### src/rtl/mem_bridge_seq.sv
// mem_bridge_seq: clocked main-bus/memory-data bridge with wait states, turnaround dead cycle and abort
module mem_bridge_seq #(
  parameter int DATA_WIDTH = 8,
  parameter int WAIT_STATES = 1,
  parameter bit TURNAROUND = 1
) (
  input  logic                  clk,
  input  logic                  rst_n,
  input  logic [DATA_WIDTH-1:0] MainBus_in,
  output logic [DATA_WIDTH-1:0] MainBus_out,
  output logic                  MainBus_oe,
  input  logic [DATA_WIDTH-1:0] MEMDATA_in,
  output logic [DATA_WIDTH-1:0] MEMDATA_out,
  output logic                  MEMDATA_oe,
  input  logic                  MemBridge_Assert,
  input  logic                  MemBridge_Direction,
  output logic                  MemBridge_Busy,
  output logic                  MemBridge_Done,
  output logic                  MemBridge_Abort
);
  typedef enum logic [2:0] {IDLE, TURN, XFER, HOLD, RELEASE} stateE;
  stateE state, nextState;
  logic [3:0] cnt;
  logic dirQ, lastDir, doneQ, abortQ, finish;
  logic [DATA_WIDTH-1:0] wrQ, rdQ;
  if (WAIT_STATES < 0 || WAIT_STATES > 15) begin : gBadWait
    $error("mem_bridge_seq: WAIT_STATES must be within 0..15");
  end
  assign finish = state == XFER && MemBridge_Assert && cnt == 4'd0;
  always_ff @(posedge clk)
    state <= !rst_n ? IDLE : nextState;
  always_comb begin
    nextState = state;
    case (state)
      IDLE:    if (MemBridge_Assert) nextState = (TURNAROUND && MemBridge_Direction != lastDir) ? TURN : XFER;
      TURN:    nextState = MemBridge_Assert ? XFER : IDLE;
      XFER:    nextState = !MemBridge_Assert ? IDLE : finish ? HOLD : XFER;
      HOLD:    nextState = MemBridge_Assert ? HOLD : RELEASE;
      default: nextState = IDLE;
    endcase
  end
  always_ff @(posedge clk) begin
    if (!rst_n) begin
      cnt <= 4'd0;
      dirQ <= 1'b0;
      lastDir <= 1'b0;
      doneQ <= 1'b0;
      abortQ <= 1'b0;
      wrQ <= '0;
      rdQ <= '0;
    end else begin
      doneQ <= finish;
      abortQ <= (state == TURN || state == XFER) && !MemBridge_Assert;
      cnt <= state == XFER ? cnt - 4'd1 : 4'(WAIT_STATES);
      if (state == IDLE && MemBridge_Assert) begin
        dirQ <= MemBridge_Direction;
        if (MemBridge_Direction) wrQ <= MainBus_in;
      end
      if (finish) begin
        lastDir <= dirQ;
        if (!dirQ) rdQ <= MEMDATA_in;
      end
    end
  end
  always_comb begin
    MainBus_oe = state == HOLD && !dirQ;
    MEMDATA_oe = state == XFER && dirQ;
    MainBus_out = MainBus_oe ? rdQ : '0;
    MEMDATA_out = MEMDATA_oe ? wrQ : '0;
    MemBridge_Busy = state != IDLE;
    MemBridge_Done = doneQ;
    MemBridge_Abort = abortQ;
  end
endmodule

### config.mk
export PLATFORM = sky130hd
export DESIGN_NAME = mem_bridge_seq
export DESIGN_NICKNAME = d
export VERILOG_FILES = /design/src/rtl/mem_bridge_seq.sv
export SDC_FILE = /design/constraint.sdc
export NUM_CORES = 1
export LEC_CHECK = 0
export ABC_AREA = 1
export CAP_MARGIN = 20
export CORE_MARGIN = 2
export CORE_UTILIZATION = 49
export DETAILED_ROUTE_END_ITERATION = 8
export MAX_ROUTING_LAYER = met4
export PLACE_DENSITY = 0.84
export SYNTH_ARGS = -nofsm -noshare
export SYNTH_HDL_FRONTEND = slang
export SYNTH_SLANG_ARGS = --single-unit
### constraint.sdc
create_clock -name clk -period 3 [get_ports clk]
set_input_delay 0.3 -clock clk [delete_from_list [all_inputs] [get_ports clk]]
set_output_delay 0.3 -clock clk [all_outputs]
set_load 0.01 [all_outputs]
* Yosys cells after proc, flatten, opt, wreduce, memory -nomap -nowiden
Index checks and enable logic that the tools add are counted.
Cells by class: add/subtract/negate cells 1, eq/ne operators 5, mux-type cells 10, bitwise gates (word level) 1, reduce and logical (&&, ||, !) cells 15
Operators with widths (count):
- two-way mux 8 bit | 2
- case mux 3 bit (4 select lines) | 1
- equality test 3 x 2 -> 1 bit (second input constant) | 2
- logical AND 1 bit | 6
- two-way mux 2 bit | 3
- two-way mux 3 bit | 2
- AND reduction 2 bit | 3
- logical NOT 4 bit | 1
- subtractor 4 x 1 -> 4 bit (second input constant) | 1
- equality test 3 x 1 -> 1 bit (second input constant) | 1
- logical NOT 3 bit | 1
- nonzero test 3 bit | 1
- logical NOT 1 bit | 2
- two-way mux 1 bit | 2
- inequality test 2 bit (second input constant) | 1
- logical OR 1 bit | 1
- inequality test 1 bit | 1
- inverter 1 bit | 1
Word-level totals: bits in registers 27, bits of input ports 20, output and inout port bits 21, word-level logic and storage cells 41

* Depth between registers and ports, before layout
depth in word-level cells 6, mapped depth 8, gate-level depth less buffers 7

* Least setup slack after synthesis
No wires, ideal clock.
path kind register -> output, start reg state[0], end out MEMDATA_out[0], data arrival time 1.120 ns, required time 2.700 ns, path slack 1.580 ns, stages on the path, launching flop included 6, path buffers 0, cells stage by stage dfxtp_1 nor2_4 nand2_1 nor2_1 inv_1 nor2_1
Between the ends: longest elaborated chain between the ends 3
RTL lines:
- start, declared | RTL line 22 | stateE state, nextState;
- start signal, assigned | RTL line 31 | state <= !rst_n ? IDLE : nextState;
- equality test 3 x 2 -> 1 bit | RTL line 67 | MEMDATA_oe = state == XFER && dirQ;
- logical AND 1 bit | RTL line 67
- via MEMDATA_oe | RTL line 14 | output logic MEMDATA_oe,
- two-way mux 8 bit | RTL line 69 | MEMDATA_out = MEMDATA_oe ? wrQ : '0;
- end, declared | RTL line 13 | output logic [DATA_WIDTH-1:0] MEMDATA_out,
The timed path passes the listed nets, and every way through them passes these cells.

* Worst setup path in the final report
start reg dirQ, end out MEMDATA_out[7]
Between the ends: longest elaborated chain between the ends 2
RTL lines:
- start, declared | RTL line 24 | logic dirQ, lastDir, doneQ, abortQ, finish;
- start signal, assigned | RTL line 56 | dirQ <= MemBridge_Direction;
- logical AND 1 bit | RTL line 67
- two-way mux 8 bit | RTL line 69
No other way between the ends.

==> impl_results.md <==
* Status: complete, no violations
* Maximum Capacitance Violations at 0
* Number of nets at the end of the flow at about 250
* Fraction of power spent switching nets at about 28%
* Via Count at 1172
* Synthesis-stage register bit count at 27
* Layout filler cell count at about 220
* Clock tree buffer depth at 2
* Top-Level Pins at ~40
* Post-Route M1 WL at 1276 um
* Clock tree root driver cell: sky130_fd_sc_hd__clkbuf_4
* Kind of critical path: reg -> out
* Switching Power at slightly below 0.2 mW
* Detailed-placement wirelength estimate at ~1800 um
* Die height at approximately 56 um
* Highest clock rate at about 400 MHz
* Nets in the synthesized netlist at around 210
* Overall overflow remaining after global route at 0
* Total power per unit cell area at 396.7 nW/um^2
* Die outline area at 3111 um^2
* Clock Power Share at 22.8%
* Setup Viol. Count Final at 0
* Antenna-violating nets left at 0
* Crit. End Element: primary output
* Worst slew margin relative to its limit at about 72%
* Int Power at just under 0.5 mW
* Endpoint of the worst hold-timing path: cnt[3]
* Share of synthesized area occupied by flip-flops and latches at 41.14%
* Pin count of the biggest net entering global routing at 22
* Top routing layer used: met4
* Endpoint of the most critical register-to-register path: lastDir
* Total global-route track usage at between 10% and 20%
* Total Power at 0.6895 mW
* Depth of the worst register-to-register path at 7
* Cell-by-cell listing of the critical path: clkinv_1 > nor2_1 > inv_1 > nor2_1 > clkdlybuf4s50_1
* Mean instance size in the synthesized netlist at ~6.9 um^2
* Initial detailed-routing violation count at 34
* Most common cell after layout, fill and taps aside: sky130_fd_sc_hd__nor2_1
* Crit path time final at between 2000 and 2500 ps
* Via count of the first global-routing pass at around 1100
* Unrepaired setup endpoints after global routing: false
* First-pass GRT wire length at ~4500 um
* Part of the power in combinational logic at about a fifth
* Post-CTS clock slew at the launch and capture registers of the worst setup and hold paths at approximately 140 ps
* Syn-to-layout area delta at 32.29%
* DR DRC count at 0
* Post-detailed-route via-to-cell ratio at approximately 4.5
* Total inserted antenna cells at 0
* Proportion of netlist area held by the largest area contributor at between 40% and 50%
* Worst reg2reg setup slack at ~1600 ps
* H-tree levels at 1
* Effective utilization at floorplan at a little over half
* Detailed-route wire length per cell at approximately 10 um
* Critical path peak fanout at 17
* Die Wd at about 56 um
* Number of resized instances in the post-cts repair step at 0
* Data required, critical path at about 2700 ps
* Most Frequent Cell on Critical Path: sky130_fd_sc_hd__nor2_1
* Total wire length at 2526 um
* Synth unique cells at 29
* Leakage component of the power at about 0.75 nW
* Insertion delay of the later-clocked pin in the worst-skew pair at about 320 ps
* Total standard cell area after synthesis at around 1300 um^2
* Worst Min Path Start: cnt[3]
* PortBufs at 40
* Largest vdd supply drop at approximately 240 uV
* CP max stage cell: sky130_fd_sc_hd__clkdlybuf4s50_1
* Number of setup buffers added after CTS at 0
* Arrival @ worst endpoint at approximately 2200 ps
* Final count of hold timing violations at 0
* Highest-count cells in the layout ignoring fill and taps: 50 x sky130_fd_sc_hd__nor2_1, 40 x sky130_fd_sc_hd__clkdlybuf4s50_1, 34 x sky130_fd_sc_hd__inv_1
* Num CTS Buffers at 3
* Startpoint kind of the worst setup timing path: flop
* Top cells by area in the synthesized netlist: sky130_fd_sc_hd__dfxtp_1 41%, sky130_fd_sc_hd__nor2_1 14%, sky130_fd_sc_hd__inv_1 9.7%
* Power share of the sequential group at ~57%
* Placer congestion estimate at 0.7693
* Proportion of layout cells with a drive suffix above 1 at roughly 5.2%
* Category of cells accounting for the largest share of critical-path delay: buffers and inverters
* Final count of pins violating max slew at 0
* Tcrit/Tclk final at approximately 83%
* Worst Hold Class: reg -> reg
* Area leader, netlist: sky130_fd_sc_hd__dfxtp_1
* Peak per-stage delay on the critical path at about 550 ps
* Slew @ Worst Pin at 411.8 ps
* Launch instance of the worst register-to-register path: cnt[0]
* # rows at 18
* Hold-critical path depth at 2
* Synthesized instance count at 190
* Antenna violations before repair at 0
* CTS tree: yes
* First-pass detailed-route iteration total at 6
* Setup skew after layout at 3.664 ps
* Clock net sink count at 27
* Routed wl met2 at between 1000 and 1500 um
* Number of hold buffers added after cts at 0
* Worst path buffer plus inverter count at 3
* Detailed route wirelength on metal3 at approximately 140 um
* Total Neg Setup Slack at 0 ps
* YS warnings at 0
* Core region area at 2500 um^2
==> Yosys cell counts, drive strengths merged <==
master,count
nand3,15
o21ai,2
a211oi,1
xor2,1
nand2,30
a21oi,10
ha,2
nor2,52
buf,5
o21a,1
inv,36
nor3,1
clkbuf,1
o21bai,1
nand4,1
dfxtp,27
clkinv,1
o211ai,2
xnor2,1
==> per-layer routing <==
metal / global-route usage, % / vias to the layer above
met1: 24.57 / 494
met3: 2.093 / 2
met2: 28.06 / 30
li1: - / 646
met5: - / -
met4: 6.272 / 0
==> metrics by stage <==
| step | utilization, % | area [um^2] | cells | setup WS (ps) | hold WS (ps) |
|---|---|---|---|---|---|
| floorplan | - | 1314 | 190 | 1580 | 434.9 |
| global placement | 68.42 | 1710 | 255 | 956.4 | 462.0 |
| detailed placement | 68.42 | 1710 | 255 | 912.9 | 471.7 |
| CTS | 69.52 | 1738 | 259 | 495.4 | 494.6 |
| global route | 69.52 | 1738 | 259 | 282.4 | 521.9 |
| finish | 69.52 | 1738 | 259 | 516.0 | 494.2 |
==> tightest hold or removal path: cells and delay by family, from the launching register on <==
kind / cells / cell delay [ps]
AO/OA/AOI/OAI: 1 / 70
flip-flops: 1 / 320
buffers and inverters: 1 / 80
==> registers in the layout (all words and copies together), names as in the netlist <==
register,count
MemBridge_Abort,1
MemBridge_Done,1
cnt,4
dirQ,1
lastDir,1
rdQ,8
state,3
wrQ,8
==> power by group through the flow <==
stage               combinational [mW]  clock (mW)  sequential (mW)
finish                           0.140       0.157            0.392
global route                     0.159       0.176            0.395
detailed placement               0.140           0            0.400
CTS                              0.141       0.163            0.392
global placement                 0.138           0            0.400
floorplan                       0.0963           0            0.398
==> how the worst max path moves through the flow <==
stage          slack [ps]  cells past startpoint              to     start
2_1_floorplan        1580                      5  MEMDATA_out[0]  state[0]
3_3_place_gp          960                      5  MEMDATA_out[4]      dirQ
3_5_place_dp          910                      5  MEMDATA_out[7]      dirQ
4_1_cts               500                      5  MEMDATA_out[5]      dirQ
5_1_grt               280                      5  MEMDATA_out[5]      dirQ
6_report              520                      5  MEMDATA_out[7]      dirQ
==> layout make-up <==
type                       count  area [um^2]  area share [%]
timing repair buffer          41        407.9           23.47
tap                           30        37.54           2.160
clock inverter                 1        5.005          0.2880
clock buffer                   3        22.52           1.296
inverter                      37        141.4           8.135
sequential                    27        540.5           31.10
multi-input combinational    120        583.1           33.55
==> kinds of logic (layout without fill, tap and decap cells) <==
logic type,Yosys count,count (layout),synth area share (%)
xor+xnor,2,2,1.334
simple gates,99,99,33.71
compound gates,17,17,7.428
flops,27,27,41.14
buf+inv,43,82,14.48
fa+ha+maj,2,2,1.904
Note: power is estimated with default switching activity, not from simulation.
